<file path="config.mk">
export PLATFORM = sky130hd
export DESIGN_NAME = regfile_write_arbiter
export DESIGN_NICKNAME = d
export VERILOG_FILES = /design/src/rtl/regfile_write_arbiter.sv
export SDC_FILE = /design/constraint.sdc
export NUM_CORES = 1
export LEC_CHECK = 0
export ABC_AREA = 1
export BUFFER_PORTS_ARGS = -buffer_cell sky130_fd_sc_hd__buf_2
export CAP_MARGIN = 20
export CORE_MARGIN = 1.5
export CORE_UTILIZATION = 30
export CTS_BUF_LIST = sky130_fd_sc_hd__clkbuf_4 sky130_fd_sc_hd__clkbuf_8
export DETAILED_ROUTE_END_ITERATION = 16
export PLACE_DENSITY = 0.59
export SYNTH_ARGS = -nofsm -noshare
export SYNTH_HDL_FRONTEND = slang
export SYNTH_SLANG_ARGS = --single-unit
</file>
<file path="constraint.sdc">
create_clock -name Clk -period 3.1 [get_ports Clk]
set_input_delay 0 -clock Clk [delete_from_list [all_inputs] [get_ports Clk]]
set_output_delay 0 -clock Clk [all_outputs]
set_load 0.1 [all_outputs]
</file>
<file path="src/rtl/regfile_write_arbiter.sv">
`default_nettype none
// ============================================================================
// Module      : regfile_write_arbiter
// Description : Shares the single register-file write port between the
//               MEM/WB writeback and a FIFO of SAD unit results. Pipeline
//               writes always win. Queued SAD results drain into idle slots.
//               A starvation counter raises a hold request, and a pending
//               mask exposes registers with outstanding SAD writes.
// Revision    : 1.0 - initial release
// ============================================================================
module regfile_write_arbiter #(
  parameter int DEPTH    = 4,
  parameter int MAX_WAIT = 8
) (
  input  logic        Clk,
  input  logic        Rst_n,
  input  logic        WB_RegWrite,
  input  logic [4:0]  WB_WriteRegister,
  input  logic [31:0] WB_WriteData,
  input  logic        SAD_Valid,
  input  logic [4:0]  SAD_WriteRegister,
  input  logic [31:0] SAD_WriteData,
  output logic        SAD_Ready,
  output logic        RF_RegWrite,
  output logic [4:0]  RF_WriteRegister,
  output logic [31:0] RF_WriteData,
  output logic [31:0] Pend_Mask,
  output logic        Hold_Req,
  output logic        Hold_Violation
);

  localparam int AW = $clog2(DEPTH);
  localparam int CW = $clog2(MAX_WAIT + 1);
  localparam logic [AW:0]   C_FULL_CNT = (AW+1)'(DEPTH);
  localparam logic [CW-1:0] C_MAX_WAIT = CW'(MAX_WAIT);

  // FIFO storage and bookkeeping
  logic [4:0]    mem_reg_q  [DEPTH];
  logic [31:0]   mem_data_q [DEPTH];
  logic [AW-1:0] rd_ptr_q, rd_ptr_d;
  logic [AW-1:0] wr_ptr_q, wr_ptr_d;
  logic [AW:0]   count_q, count_d;

  // Write-port output stage
  logic          rf_we_q, rf_we_d;
  logic [4:0]    rf_reg_q, rf_reg_d;
  logic [31:0]   rf_data_q, rf_data_d;
  logic          rf_sad_q, rf_sad_d;

  // Starvation tracking
  logic [CW-1:0] starve_q, starve_d;
  logic          hold_q, hold_d;
  logic          viol_q, viol_d;

  logic          full_w;
  logic          empty_w;
  logic          wb_win_w;
  logic          push_w;
  logic          pop_w;
  logic [31:0]   pend_mask_w;
  logic [AW-1:0] slot_off_w;

  assign full_w   = (count_q == C_FULL_CNT);
  assign empty_w  = (count_q == '0);
  // A WB write to r0 is architecturally a no-op, so it yields the slot.
  assign wb_win_w = WB_RegWrite && (WB_WriteRegister != 5'd0);
  // r0 results complete the handshake but are dropped instead of queued.
  assign push_w   = SAD_Valid && !full_w && (SAD_WriteRegister != 5'd0);
  assign pop_w    = !wb_win_w && !empty_w;

  assign SAD_Ready        = !full_w;
  assign RF_RegWrite      = rf_we_q;
  assign RF_WriteRegister = rf_reg_q;
  assign RF_WriteData     = rf_data_q;
  assign Pend_Mask        = pend_mask_w;
  assign Hold_Req         = hold_q;
  assign Hold_Violation   = viol_q;

  // Next-state for pointers, occupancy, write port and starvation logic
  always_comb begin
    rd_ptr_d  = rd_ptr_q;
    wr_ptr_d  = wr_ptr_q;
    count_d   = count_q;
    rf_we_d   = 1'b0;
    rf_reg_d  = rf_reg_q;
    rf_data_d = rf_data_q;
    rf_sad_d  = 1'b0;
    starve_d  = starve_q;
    hold_d    = hold_q;
    viol_d    = viol_q;

    if (push_w) begin
      wr_ptr_d = wr_ptr_q + 1'b1;
    end
    if (pop_w) begin
      rd_ptr_d = rd_ptr_q + 1'b1;
    end
    case ({push_w, pop_w})
      2'b10:   count_d = count_q + 1'b1;
      2'b01:   count_d = count_q - 1'b1;
      default: count_d = count_q;
    endcase

    if (wb_win_w) begin
      rf_we_d   = 1'b1;
      rf_reg_d  = WB_WriteRegister;
      rf_data_d = WB_WriteData;
    end else if (pop_w) begin
      rf_we_d   = 1'b1;
      rf_reg_d  = mem_reg_q[rd_ptr_q];
      rf_data_d = mem_data_q[rd_ptr_q];
      rf_sad_d  = 1'b1;
    end

    // Non-empty and no pop implies WB took the slot: a lost cycle.
    if (pop_w || empty_w) begin
      starve_d = '0;
    end else if (starve_q != C_MAX_WAIT) begin
      starve_d = starve_q + 1'b1;
    end

    if (pop_w) begin
      hold_d = 1'b0;
    end else if (starve_d == C_MAX_WAIT) begin
      hold_d = 1'b1;
    end

    if (WB_RegWrite && hold_q) begin
      viol_d = 1'b1;
    end
  end

  // FIFO payload storage; validity is tracked by pointers, so no reset needed
  always_ff @(posedge Clk) begin
    if (push_w) begin
      mem_reg_q[wr_ptr_q]  <= SAD_WriteRegister;
      mem_data_q[wr_ptr_q] <= SAD_WriteData;
    end
  end

  // Control and output-stage registers
  always_ff @(posedge Clk or negedge Rst_n) begin
    if (!Rst_n) begin
      rd_ptr_q  <= '0;
      wr_ptr_q  <= '0;
      count_q   <= '0;
      rf_we_q   <= 1'b0;
      rf_reg_q  <= 5'd0;
      rf_data_q <= 32'd0;
      rf_sad_q  <= 1'b0;
      starve_q  <= '0;
      hold_q    <= 1'b0;
      viol_q    <= 1'b0;
    end else begin
      rd_ptr_q  <= rd_ptr_d;
      wr_ptr_q  <= wr_ptr_d;
      count_q   <= count_d;
      rf_we_q   <= rf_we_d;
      rf_reg_q  <= rf_reg_d;
      rf_data_q <= rf_data_d;
      rf_sad_q  <= rf_sad_d;
      starve_q  <= starve_d;
      hold_q    <= hold_d;
      viol_q    <= viol_d;
    end
  end

  // Pending mask: live FIFO slots plus an output stage carrying a SAD write
  always_comb begin
    pend_mask_w = 32'd0;
    slot_off_w  = '0;
    for (int i = 0; i < DEPTH; i++) begin
      slot_off_w = AW'(i) - rd_ptr_q;
      if ({1'b0, slot_off_w} < count_q) begin
        pend_mask_w[mem_reg_q[i]] = 1'b1;
      end
    end
    if (rf_sad_q) begin
      pend_mask_w[rf_reg_q] = 1'b1;
    end
  end

endmodule
`default_nettype wire

</file>
==> impl_metrics.tcl <==
set metrics [dict create \
    drt_iter0_drc 548 \
    yosysSeqAreaShare_pct 60.3 \
    cp-end-kind "primary output" \
    slowest_delay_ns 0.51 \
    start_kind "register" \
    drive_gt1_share_pct 16.8 \
    cts_buffer_depth 2 \
    syn_area_per_cell_um2 8.99 \
    relSlewSlack_pct 46.4 \
    synth_async_sr_flop_share_pct 26.0 \
    worstMarginPinSlew_ns 0.801 \
    multi_input_area_mm2 0.00342 \
    yosys_warnings 0 \
    critPathMaxFanout 7 \
    grt_pass1_vias 7792 \
    final_nets 1388 \
    critPathBufInv 2 \
    coreArea_mm2 0.0314 \
    antenna_found_initial 0 \
    grt_max_degree 43 \
    wirelength_um 27900 \
    grt_overflow 0 \
    cts_sinks 200 \
    area_delta_synth_final_pct 27.3 \
    gp_congestion 0.972 \
    cts_tree "built" \
    fmax_mhz 343 \
    finalHoldViolCount 0 \
    wl_per_cell_um 16.3 \
    cp.required_ns 3.10 \
    setup_viol_count_final 0 \
    cts_buffers 17 \
    synth_edf_count 148 \
    syn_inst 1061 \
    netlist_area_mm2 0.00954 \
    drc 0 \
    fin_ws_ns 0.182 \
    grt_pass1_wl_um 43400 \
    syn-num-nets 1151 \
    final_cell_mix "399 x nand2_1, 148 x edfxtp_1, 137 x buf_2, 118 x nor2_1, 79 x dlygate4sd3_1" \
    finalCritPeriodShare_pct 94.1 \
    grt_use_total_pct 17.3 \
    status "finished, final reports clean" \
    fill_cells 3150 \
    clock_skew_ns 0.0145 \
    final_common_cell "nand2_1" \
    vias 8073 \
    portBuffers 150 \
    maxSlewViolCount 0 \
    regArea_mm2 0.00575 \
    ir_worst_vdd_uv 749 \
    critical_path.top_delay_family "simple AND/OR/NAND/NOR gates" \
    ios 151 \
    cts_htree_levels 4 \
    fp.dieW_um 181 \
    num_rows 65 \
    start_util_pct 30.4 \
    cap_violations 0 \
    pwr_density_cell_mw_per_mm2 991 \
    hold_class "input port to async pin" \
    period_needed_ns 2.92 \
    ant_nets 0 \
    p_leak_nw 5.21 \
    synth_cell_types 28 \
    routed_via_density 4.71 \
    rsz0062_at_grt "false" \
    clk_latency_ns 0.46 \
    synth_ff_type "edfxtp_1" \
    worstPathCellList "inv_1, ha_1, nor2_1, nand2_1, nand2_1, nor3_2, a21oi_1, nand2_1, buf_2" \
    dr.pass1.iters 7 \
    die_h_um 181 \
    crit_type "register to primary output" \
    worstPathArrival_ns 2.92 \
    setup_tns_ns 0 \
    crit_top_cell "nand2_1" \
    antenna_cells 0 \
    critPathSlowestCell "dfrtp_1" \
    clkTransAtPathRegs_ns 0.11 \
    die_area_mm2 0.0329 \
    ys_ff_latch 200 \
    pre_cts_ws_ns 0.523 \
    cts_root_buffer "clkbuf_8" \
    hpwlAfterDp_um 19900 \
]
==> kinds of logic (layout without fill, tap and decap cells) <==
family	count (synthesis)	count (layout)	share of synthesized area, %
simple gates	693	693	30.4
buf+inv	101	351	4.47
compound gates	51	51	2.86
fa+ha+maj	12	12	1.65
xor+xnor	4	4	0.367
flops	200	200	60.3
==> per-layer routing <==
metal | track usage, % | wire (um)
met1 | 22.5 | 12400
met2 | 29.4 | 13400
met3 | 3.00 | 1540
met4 | 5.23 | 559
met5 | 0 | 0
==> registers in the layout (all words and copies together) (netlist names) <==
register / count
RF_WriteData: 32
rd_ptr_q: 2
wr_ptr_q: 2
RF_RegWrite: 1
mem_reg_q: 20
starve_q: 4
rf_sad_q: 1
mem_data_q: 128
RF_WriteRegister: 5
Hold_Req: 1
Hold_Violation: 1
count_q: 3
==> area by class of cell <==
class | instances | share of cell area [%]
Timing Repair Buffer | 245 | 14.5
Clock buffer | 18 | 2.04
Inverter | 74 | 2.29
Tap cell | 402 | 4.14
Multi-Input combinational cell | 760 | 28.2
Clock inverter | 14 | 1.47
Sequential cell | 200 | 47.3
==> cells in the mapped netlist (3+ instances only) <==
cell | number | share of area [%]
a21oi_1 | 29 | 1.5
nand4_1 | 37 | 2.4
nor2_1 | 126 | 5.0
ha_1 | 11 | 1.4
clkbuf_1 | 3 | 0.12
xor2_1 | 3 | 0.28
o211ai_1 | 3 | 0.24
inv_1 | 71 | 2.8
nand3_2 | 3 | 0.31
dfrtp_1 | 52 | 14
inv_2 | 3 | 0.12
edfxtp_1 | 148 | 47
nor2_2 | 4 | 0.26
buf_2 | 17 | 0.89
nand2_1 | 399 | 16
nand3_1 | 76 | 4.0
buf_4 | 7 | 0.55
o22ai_1 | 3 | 0.20
nor3_1 | 44 | 2.3
o21ai_0 | 14 | 0.73
==> per-stage QoR <==
step           hold slack, ns  util (%)  area (um2)  power (W)  std cells
2_1_floorplan          -0.296         -        9550    0.00868       1061
3_3_place_gp           0.0998      34.6       10900     0.0102       1601
3_5_place_dp            0.106      34.7       10900     0.0103       1602
4_1_cts                 0.111      38.5       12100     0.0121       1713
5_1_grt                 0.165      38.7       12100     0.0127       1713
6_report                0.144      38.7       12100     0.0120       1713
==> power breakdown <==
group	total (W)	internal, W	switching [W]
Combinational	0.00641	0.00127	0.00514
Sequential	0.00391	0.00357	0.000342
Clock	0.00170	0.000713	0.000987
==> path summary, 6_finish.rpt <==
check | cells after the start | startpoint | endpoint | slack, ns
setup / recovery | 9 | rd_ptr_q[1] | Pend_Mask[14] | 0.18
hold / removal | 2 | Rst_n | RF_WriteData[2] | 0.14
setup reg to reg | 10 | count_q[1] | count_q[2] | 0.88
hold reg to reg | 1 | Hold_Violation | Hold_Violation | 0.47
max in group asynchronous | 3 | Rst_n | starve_q[2] | 2.10
min in group Clk | 2 | SAD_WriteData[7] | mem_data_q[3][7] | 0.28
==> repair_timing <==
| action | in CTS | in global routing |
|---|---|---|
| gates resized for setup | 1 | 14 |
| hold endpoints to repair | 219 | 0 |
| endpoints found under the setup margin | 2 | 19 |
| hold buffers | 79 | 0 |
| buffers inserted | 0 | 0 |
Note: power is estimated with default switching activity, not from simulation.
